File: config.mk
export PLATFORM = sky130hd
export DESIGN_NAME = his_peak_finder
export DESIGN_NICKNAME = d
export VERILOG_FILES = /design/src/rtl/his_peak_finder_pkg.sv /design/src/rtl/his_peak_finder_max.sv /design/src/rtl/his_peak_finder.sv
export SDC_FILE = /design/constraint.sdc
export NUM_CORES = 1
export LEC_CHECK = 0
export ABC_AREA = 1
export BUFFER_PORTS_ARGS = -buffer_cell sky130_fd_sc_hd__buf_2
export CAP_MARGIN = 0
export CORE_MARGIN = 8
export CORE_UTILIZATION = 40
export CTS_BUF_LIST = sky130_fd_sc_hd__clkbuf_8 sky130_fd_sc_hd__clkbuf_16
export CTS_CLUSTER_DIAMETER = 80
export DETAILED_ROUTE_END_ITERATION = 10
export PLACE_DENSITY = 0.76
export SLEW_MARGIN = 20
export SYNTH_ARGS = -nofsm -noshare
export SYNTH_HDL_FRONTEND = slang
export SYNTH_HIERARCHICAL = 1
export SYNTH_SLANG_ARGS = --single-unit
File: constraint.sdc
create_clock -name clk -period 1.55 [get_ports clk]
set_input_delay 0.31 -clock clk [delete_from_list [all_inputs] [get_ports clk]]
set_output_delay 0.31 -clock clk [all_outputs]
set_load 0.05 [all_outputs]
File: src/rtl/his_peak_finder_pkg.sv
// his_peak_finder_pkg: histogram geometry defaults shared with the builder, plus peak-finder FSM states
package his_peak_finder_pkg;
  localparam int DEF_BIN_NUM = 16;
  localparam int DEF_PIXEL_NUM = 4;
  localparam int DEF_CNT_W = 8;
  localparam int DEF_THRESH = 2;
  typedef enum logic [1:0] {IDLE, READ, DRAIN, OUT} state_t;
endpackage

File: src/rtl/his_peak_finder_max.sv
// his_max_tracker: running maximum with strict-greater replace, so ties keep the lowest index
module his_max_tracker #(
  parameter int W = 8,
  parameter int IW = 4
) (
  input  logic          clk,
  input  logic          res,
  input  logic          clear,
  input  logic          sample,
  input  logic [W-1:0]  value,
  input  logic [IW-1:0] index,
  output logic [W-1:0]  max,
  output logic [IW-1:0] max_idx
);
  always_ff @(posedge clk) begin
    if (res) begin
      max <= '0;
      max_idx <= '0;
    end else if (sample && (clear || value > max)) begin
      max <= value;
      max_idx <= index;
    end
  end
endmodule

File: src/rtl/his_peak_finder.sv
// his_peak_finder: scans a completed histogram bank pixel by pixel and emits each pixel's peak bin over valid/ready
module his_peak_finder
  import his_peak_finder_pkg::*;
#(
  parameter int BIN_NUM = DEF_BIN_NUM,
  parameter int PIXEL_NUM = DEF_PIXEL_NUM,
  parameter int CNT_W = DEF_CNT_W,
  parameter int THRESH = DEF_THRESH,
  localparam int BIN_W = $clog2(BIN_NUM),
  localparam int PIX_W = $clog2(PIXEL_NUM),
  localparam int ADDR_W = BIN_W + PIX_W
) (
  input  logic              clk,
  input  logic              res,
  input  logic              his_done,
  input  logic              his_bank,
  output logic              rd_en,
  output logic              rd_bank,
  output logic [ADDR_W-1:0] rd_addr,
  input  logic [CNT_W-1:0]  rd_data,
  output logic              out_valid,
  input  logic              out_ready,
  output logic [PIX_W-1:0]  out_pixel,
  output logic [BIN_W-1:0]  out_bin,
  output logic [CNT_W-1:0]  out_cnt,
  output logic              out_hit,
  output logic              busy,
  output logic              scan_done,
  output logic              overrun
);
  localparam logic [CNT_W-1:0] TH = CNT_W'(THRESH);
  state_t state, nxt;
  logic [PIX_W-1:0] pix;
  logic [BIN_W-1:0] bin, dbin;
  logic dv, hs, last;
  assign rd_en = state == READ;
  assign out_valid = state == OUT;
  assign busy = state != IDLE;
  assign rd_addr = {pix, bin};
  assign out_pixel = pix;
  assign out_hit = out_cnt >= TH;
  assign hs = out_valid && out_ready;
  assign last = pix == PIX_W'(PIXEL_NUM - 1);
  always_comb begin
    nxt = state;
    nxt = (state == IDLE && his_done) ? READ :
          (state == READ && bin == BIN_W'(BIN_NUM - 1)) ? DRAIN :
          (state == DRAIN) ? OUT :
          hs ? (last ? IDLE : READ) : state;
  end
  always_ff @(posedge clk) begin
    if (res) state <= IDLE;
    else state <= nxt;
  end
  // dv/dbin delay the read strobe and bin by one cycle to line up with rd_data
  always_ff @(posedge clk) begin
    if (res) begin
      rd_bank <= 1'b0;
      pix <= '0;
      bin <= '0;
      dv <= 1'b0;
      dbin <= '0;
      scan_done <= 1'b0;
      overrun <= 1'b0;
    end else begin
      dv <= rd_en;
      dbin <= bin;
      scan_done <= hs && last;
      overrun <= his_done && busy;
      if (state == IDLE && his_done) begin
        rd_bank <= his_bank;
        pix <= '0;
        bin <= '0;
      end else if (rd_en) bin <= bin + 1'b1;
      else if (hs && !last) begin
        pix <= pix + 1'b1;
        bin <= '0;
      end
    end
  end
  his_max_tracker #(.W(CNT_W), .IW(BIN_W)) u_max (
    .clk(clk),
    .res(res),
    .clear(dbin == '0),
    .sample(dv),
    .value(rd_data),
    .index(dbin),
    .max(out_cnt),
    .max_idx(out_bin)
  );
endmodule
After elaboration in Yosys (flattened, before gate mapping)
Index checks and enable logic that the tools add are counted.
Widths: inputs -> output; s select.

operators by class
  add/subtract/negate cells = 2
  multiply operators = 0
  divide/modulo/power cells = 0
  order comparisons = 2
  eq/ne operators = 5
  shift-type cells = 0
  multiplexer cells = 7
  bitwise logic cells = 1
  reduce and logical (&&, ||, !) cells = 17

operators by type and width
  kind                 count
  $ge 8x2->1 const B   1
  $gt 8x8->1           1
  $mux 4               2
  $logic_and 1x1->1    7
  $eq 2x2->1 const B   3
  $mux 2               3
  $add 4x1->4 const B  1
  $eq 4x4->1 const B   1
  $logic_not 4->1      1
  $reduce_bool 2->1    2
  $reduce_bool 4->1    1
  $reduce_bool 3->1    1
  $add 2x1->2 const B  1
  $eq 2x1->1 const B   1
  $logic_not 2->1      1
  $mux 1               2
  $reduce_and 2->1     1
  $reduce_or 2->1      1
  $logic_not 1->1      1
  $logic_or 1x1->1     1
  $not 1->1            1

word-level totals
  register bits = 28
  bits in latches = 0
  bits in writable memories = 0
  memory bits (read-only) = 0
  logic and storage cells = 45
  memories kept = 0

Logic depth before layout (Yosys ltp)
Gate-level depths: netlist of run 1.

  word-level depth = 6
  depth in mapped cells = 15
  gate-level depth less buffers = 14

By module
Netlist of run 1, hierarchy kept.

modules (own cells, without submodules)
  module           instances  cells an instance  area each (sq um)  seq. area each (sq um)
  his_max_tracker  1          115                773.2              240.2
  his_peak_finder  1          85                 742.0              320.3

Least setup slack after synthesis of run 1
Ideal clock, no wire load.

  path kind = register -> register
  start = reg u_max.max[7]
  end = reg u_max.max[7]
  arrival time = 1.768 ns
  required time = 1.433 ns
  slack = -0.335 ns
  cell stages (with the launch flop) = 11
  buffers on the path = 1
  clock period less this slack = 1.885 ns
  cell sequence = dfxtp_1 -> inv_1 -> ha_1 -> a21o_1 -> nor2_1 -> nand2_1 -> nand2_2 -> nand2_4 -> buf_6 -> a21oi_1 -> nor2_1

between the ends
  word-level cells in the longest chain between the ends = 3

ends and longest elaborated chain
  what                    line                       source
  start, declared         his_peak_finder_max.sv:12  output logic [W-1:0] max,
  start signal, assigned  his_peak_finder_max.sv:20  max <= value;
  $gt 8x8->1              his_peak_finder_max.sv:19  end else if (sample && (clear || value > max)) begin
  $logic_or 1x1->1        his_peak_finder_max.sv:19
  $logic_and 1x1->1       his_peak_finder_max.sv:19

No other way between the ends.
A chain may end at the register's enable or synchronous reset.

Worst setup path in the final report of run 1
  start = reg u_max.max[7]
  end = reg u_max.max[0]

The elaborated chain is that of the path after synthesis.

==> results.md, run 1 <==
- Status: complete, but fails checks
- Failing checks: setup timing
- Die height: 77.5 um
- Leak: 0.974 nW
- Max_cap viols: 0
- Pre-CTS setup slack: -80.6 ps
- Crit-path most repeated cell: nand2_4
- Worst Hold Depth: 3
- Gp weighted congestion: 0.762
- DP Area: 1890 um^2
- Hold slack final: 291 ps
- Mean Syn Cell Area: 7.58 um^2
- Met1 Routed Length: 1610 um
- Leading area contributor after synthesis: dfxtp_1
- Post-route setup TNS: -95.0 ps
- Hold path endpoint: rd_bank$_SDFFE_PP0P_
- Fillers: 340
- Highest fanout seen on the critical path: 6
- Worst setup SP type: flop
- Proportion of synthesized area in mux cells: 0
- Share of cells above drive strength 1: 0.474
- Routed met2 length: 1630 um
- Fin area: 2090 um^2
- First-pass GRT wire length: 5700 um
- Predominant post-synthesis flop cell: dfxtp_1
- Post-Synth Adder-Cell Area: 0.0826
- Worst-path clk slew: 90 ps
- Pwr Total: 1.68 mW
- First-pass DRT Iterations: 4
- Library cells used by synthesis: 28
- Clock skew: 3.46 ps
- RSZ-0062 raised after global routing: yes
- Gr usage total: 0.110
- CP Data Arrival Time: 1750 ps
- Crit-path slowest cell: dfxtp_4
- Mapped Cells: 200
- Via count: 1,408
- Area contributors post-synth: dfxtp_1 37%, ha_1 8.3%, inv_1 7.9%, nand2_1 7.9%, a21oi_1 5.6%
- Flops & latches, synth: 28
- Simple-Gate Fraction of Synth Area: 0.301
- Remaining antenna violation count: 0
- ANT cells: 0
- Util after Layout: 0.571
- Vias per cell: 4.74
- R2R Setup Slk: -30 ps
- Endpoints failing setup: 9
- Rows: 22
- CP Capture Type: flop
- Reg-to-Reg Start: u_max/max[7]$_SDFFE_PP0P_
- Worst Max-Slew Pin Slew: 390 ps
- GR Overflow Total: 0
- Initial Util: 0.414
- Number of synthesized flops with an enable pin: 0
- H-tree depth: 1
- Area grow syn2layout: 38.1%
- Routed wire length: 3470 um
- Worst Hold Launch: his_bank
- CP required: 1720 ps
- Minimum clock period: 1580 ps
- CP cell instances: inv_2 > ha_4 > nand2_4 > nor2_2 > nand4_1 > nand2_4 > nand2_4 > a21oi_1 > nor2_1
- Die area: 6010 um^2
- Placed Instances: 290
- Initial antenna violation count: 0
- Core Region: 3660 um^2
- Peak VDD IR: 0.000370 V
- CTS tree: built
- Wire per inst: 11.7 um
- FF-to-FF path depth: 9
- Slowest cell delay on critical path: 360 ps
- Setup ws final: -34.1 ps
- Power per cell area: 802 nW/um^2
- Mapped Area: 1520 um^2
- Sequential area share after synthesis: 0.370
- Largest family of logic cells by synthesized area: simple AND/OR/NAND/NOR gates
- Yosys warns: 6
- XOR/XNOR share of the synthesized area: 0.00578
- Rel. slew slack: 0.740
- Clk Latency, worst-skew pair: 270 ps
- Max-slew violations: 0
- Nets@finish: 273
- Post-synthesis compound-gate area fraction: 0.102
- TritonCTS Buffers: 3
- Initial drt markers: 56
- Post-CTS Hold Fix Bufs: 0
- Fin cells: 297
- Hold Violations, Final: 0
- CTS root buf: clkbuf_8
- Post-DP HPWL: 2600 um
- Synth top cells by count: 32 x inv_1, 32 x nand2_1, 28 x dfxtp_1, 22 x nor2_1
- Share of the synthesized area in the top cell type: 0.370
- Clk sinks: 28
- Largest net degree at the start of global routing: 25
- Final period utilization: 1.02
- Io pins: 40
- Syn Nets: 223
- Crit Path Category: reg -> reg
- Worst r2r dst: u_max/max[0]$_SDFFE_PP0P_
- Worst Hold Class: in -> reg
- Uppermost routed layer: met4
- Vias in the first global route: 1,339
- Ys async rst share: 0
- Met3 WL post-DR: 215 um
- Die X-Extent: 77.5 um
- IO Port Bufs: 39
- Max Root-Sink Buffers: 2
- DRC: 0
- Fmax: 631 MHz
-- layout make-up --
type                    instances  area [um^2]  share of cell area
repair buffers                 52          307               0.147
inverters                      36          139              0.0664
multi-input cells             129          951               0.455
clock buffers                   3         41.3              0.0197
clock inverters                 1         3.75             0.00179
well taps                      48         60.1              0.0287
flip-flops and latches         28          591               0.282
-- report_power, final --
| part | total [mW] | internal, mW | switching (mW) | leakage (nW) |
|---|---|---|---|---|
| combinational | 0.512 | 0.183 | 0.329 | 0.713 |
| clock | 0.392 | 0.177 | 0.215 | 0.0269 |
| sequential | 0.774 | 0.747 | 0.0271 | 0.234 |
-- worst max-delay path, delay by kind of cell, from the launching register on --
kind | cells | cell delay (ps)
AOI/OAI and AO/OA | 1 | 170
adders and majority gates | 1 | 270
buffers and inverters | 1 | 40
DFF | 1 | 360
and+or+nand+nor | 6 | 640
-- per-layer routing --
metal	up-vias	global-route usage
met1	636	0.130
met5	-	0
met4	0	0.0283
met2	36	0.185
li1	734	-
met3	2	0.0357
-- worst max path at each step --
stage          slack, ps  depth (start not counted)                      start                             to
6_report             -30                          9  u_max/max[7]$_SDFFE_PP0P_      u_max/max[0]$_SDFFE_PP0P_
5_1_grt             -130                          9  u_max/max[4]$_SDFFE_PP0P_      u_max/max[0]$_SDFFE_PP0P_
4_1_cts           -0.003                          4  u_max/max[6]$_SDFFE_PP0P_                        out_hit
3_5_place_dp         -80                         13                 rd_data[2]      u_max/max[7]$_SDFFE_PP0P_
3_3_place_gp         -40                         13                 rd_data[3]  u_max/max_idx[2]$_SDFFE_PP0P_
2_1_floorplan        -20                         10  u_max/max[7]$_SDFFE_PP0P_  u_max/max_idx[0]$_SDFFE_PP0P_
-- kinds of logic (layout without fill, tap and decap cells) --
kind of cell | Yosys count | count (layout)
AND/OR/NAND/NOR | 90 | 92
buffers and inverters | 45 | 92
flip-flops | 28 | 28
AO/OA/AOI/OAI | 26 | 26
adder cells (fa/ha/maj) | 10 | 10
XOR/XNOR | 1 | 1
-- sequential cells by signal, summed over array words and instances (netlist names) --
name / count
bin: 4
dbin: 4
dv: 1
out_pixel: 2
overrun: 1
rd_bank: 1
scan_done: 1
state: 2
u_max/max: 8
u_max/max_idx: 4
-- repair_timing --
item / 4_1_cts / 5_1_grt
resized for setup: 9 / 20
buffers inserted: 0 / 1
setup endpoints to repair: 14 / 13
gates cloned: 0 / 2
pin swaps: 1 / 8
-- cells in the final DEF, fill, tap and decap left out, types with 3 or more instances in the layout --
master	n
buf_6	3
nand3_1	15
buf_4	11
nand2_4	6
a21oi_2	12
inv_1	25
nand4_1	4
nor2_1	21
dfxtp_1	18
ha_1	3
a21oi_1	11
ha_4	7
buf_2	38
inv_2	10
nand3_2	5
nand2_1	29
dfxtp_2	3
dfxtp_4	7
clkbuf_8	3
Note: power is estimated with default switching activity, not from simulation.
==> inputs of run 2 (changes only) <==
SYNTH_HIERARCHICAL = not set   (was 1)
==> run 2 against run 1 <==
The run still ends with setup timing left. Clock skew rose by 4.1 ps. Utilization grew 5.0 points. Critical path depth unchanged. Clock-buffer cell count is 1 higher. Sequential power about the same. Critical path type unchanged.
==> results.md, run 2 <==
- Most common cell in the netlist: nand2_1
- Area grow syn2layout: 52.2%
- Fin area: 2220 um^2
- Hold Violations, Final: 0
- CP Data Arrival Time: 1830 ps
- Gp weighted congestion: 0.765
- Final period utilization: 1.07
- Commonest non-fill, non-tap cells in the layout: 38 x buf_2, 31 x nand2_1, 22 x inv_1, 21 x nor2_1
- DP Area: 1920 um^2
- Highest fanout seen on the critical path: 6
- Buf/Inv on CP: 1
- Post-CTS Hold Fix Bufs: 0
- Crit-path most repeated cell: nand2_8
- Mapped Area: 1460 um^2
- Predominant post-synthesis flop cell: dfxtp_1
- CTS tree: built
- Syn Nets: 217
- Sequential area share after synthesis: 0.384
- Io pins: 40
- CP cell instances: inv_2 > ha_4 > nand2_4 > nor2_4 > nand4_1 > nand2_8 > nand2_8 > a21oi_2 > nor2_1
- Worst Max-Slew Pin Slew: 388 ps
- Share of the synthesized area in the top cell type: 0.384
- Leak: 1.02 nW
- Peak VDD IR: 0.000390 V
- Reg with most FFs: u_max.max
- Fmax: 601 MHz
- Max Root-Sink Buffers: 2
- R2R Setup Slk: -110 ps
- Crit-path slowest cell: dfxtp_4
- CP required: 1720 ps
- First-pass DRT Iterations: 4
- Nets@finish: 279
- Initial drt markers: 44
- Clk Latency, worst-skew pair: 270 ps
- Slowest cell delay on critical path: 350 ps
- Pre-CTS setup slack: -149 ps
- Core Region: 3580 um^2
- RSZ-0062 raised after global routing: yes
- Power per cell area: 814 nW/um^2
- Max_cap viols: 0
- Library cells used by synthesis: 26
- Gr usage total: 0.125
- Worst Hold Class: in -> reg
- First-pass GRT wire length: 6340 um
- Post-DP HPWL: 2540 um
- Mapped Cells: 194
- Die X-Extent: 76.4 um
- Remaining antenna violation count: 0
- Most common cell after layout, fill and taps aside: buf_2
- Yosys warns: 0
- Largest net degree at the start of global routing: 25
- Wire per inst: 11.9 um
- Ys async rst share: 0
- Number of synthesized flops with an enable pin: 0
- Routed wire length: 3620 um
- Mean Syn Cell Area: 7.53 um^2
- CP Capture Type: flop
- Synth top cells by count: 37 x nand2_1, 29 x inv_1, 28 x dfxtp_1, 25 x nor2_1, 18 x a21oi_1
- Flops & latches, synth: 28
- Die height: 76.4 um
- GR Overflow Total: 0
- Area contributors post-synth: dfxtp_1 38%, nand2_1 9.5%, ha_1 8.6%, inv_1 7.5%, nor2_1 6.4%
- Failing checks: setup timing
- TritonCTS Buffers: 3
- Pwr Total: 1.81 mW
- Placed Instances: 293
- Clk sinks: 28
- ANT cells: 0
- Vias per cell: 4.58
- Worst setup SP type: flop
- Crit path max-delay family: simple AND/OR/NAND/NOR gates
- Max-slew violations: 0
- Setup ws final: -113 ps
- Rows: 22
- Minimum clock period: 1660 ps
- Vias in the first global route: 1,501
- Die area: 5840 um^2
- DRC: 0
- Fin cells: 303
- Clock skew: 7.53 ps
- Hold slack final: 275 ps
- Crit Path Category: reg -> reg
- Share of cells above drive strength 1: 0.533
- Initial antenna violation count: 0
- H-tree depth: 1
- Initial Util: 0.408
- Status: complete, but fails checks
- Endpoints failing setup: 13
- Worst-path clk slew: 90 ps
- Via count: 1,388
- IO Port Bufs: 39
- Leading area contributor after synthesis: dfxtp_1
- Rel. slew slack: 0.741
- CTS root buf: clkbuf_8
- Max FFs per register: 8
==> run 2: layout make-up <==
type	instances	area, um^2
fill	298	1360
multi-input combinational	129	1010
sequential	28	588
timing repair buffer	62	385
inverter	32	123
tap	48	60.1
clock buffer	4	55.1
==> run 2: routing by layer <==
metal | GRT usage | vias up | wire length [um]
met4 | 0.0231 | 0 | 22
met2 | 0.231 | 35 | 1780
met5 | 0 | - | 0
li1 | - | 744 | -
met3 | 0.0401 | 5 | 233
met1 | 0.134 | 604 | 1580
==> run 2: stage by stage <==
step                      setup TNS (ps)   util
after global placement             -1340  0.536
after detailed placement           -1630  0.536
after CTS                          -1050  0.600
after floorplan                     -331      -
final                              -1160  0.621
after global routing               -2020  0.621
==> run 2: timing repair <==
action                     in CTS  in global routing
setup endpoints to repair      13                 14
setup buffers                   2                  1
gates cloned                    3                  0
pin swaps                       9                 16
resized for setup              22                 15
==> run 2: tightest hold or removal path, delay by kind of cell <==
kind | cells | cell delay, ps
buffers and inverters | 1 | 110
AND/OR/NAND/NOR | 2 | 90
==> run 2: kinds of logic (layout without fill, tap and decap cells) <==
group           after synthesis  in the layout  synth area share
compound gates               24             24            0.0968
fa+ha+maj                    10             10            0.0857
buf+inv                      40             98             0.123
flops                        28             28             0.384
simple gates                 92             95             0.310
==> run 2: power breakdown <==
group / total [mW] / switching, mW / internal [mW]
registers: 0.773 / 0.0246 / 0.749
clock network: 0.436 / 0.210 / 0.227
logic: 0.599 / 0.370 / 0.229
==> run 2: worst paths after layout <==
| check | depth (start not counted) | startpoint | endpoint |
|---|---|---|---|
| min | 3 | his_done | overrun$_SDFF_PP0_ |
| max reg2reg | 9 | u_max.max[5]$_SDFFE_PP0P_ | u_max.max[2]$_SDFFE_PP0P_ |
| max | 9 | u_max.max[5]$_SDFFE_PP0P_ | u_max.max[2]$_SDFFE_PP0P_ |
| min reg2reg | 2 | rd_bank$_SDFFE_PP0P_ | rd_bank$_SDFFE_PP0P_ |
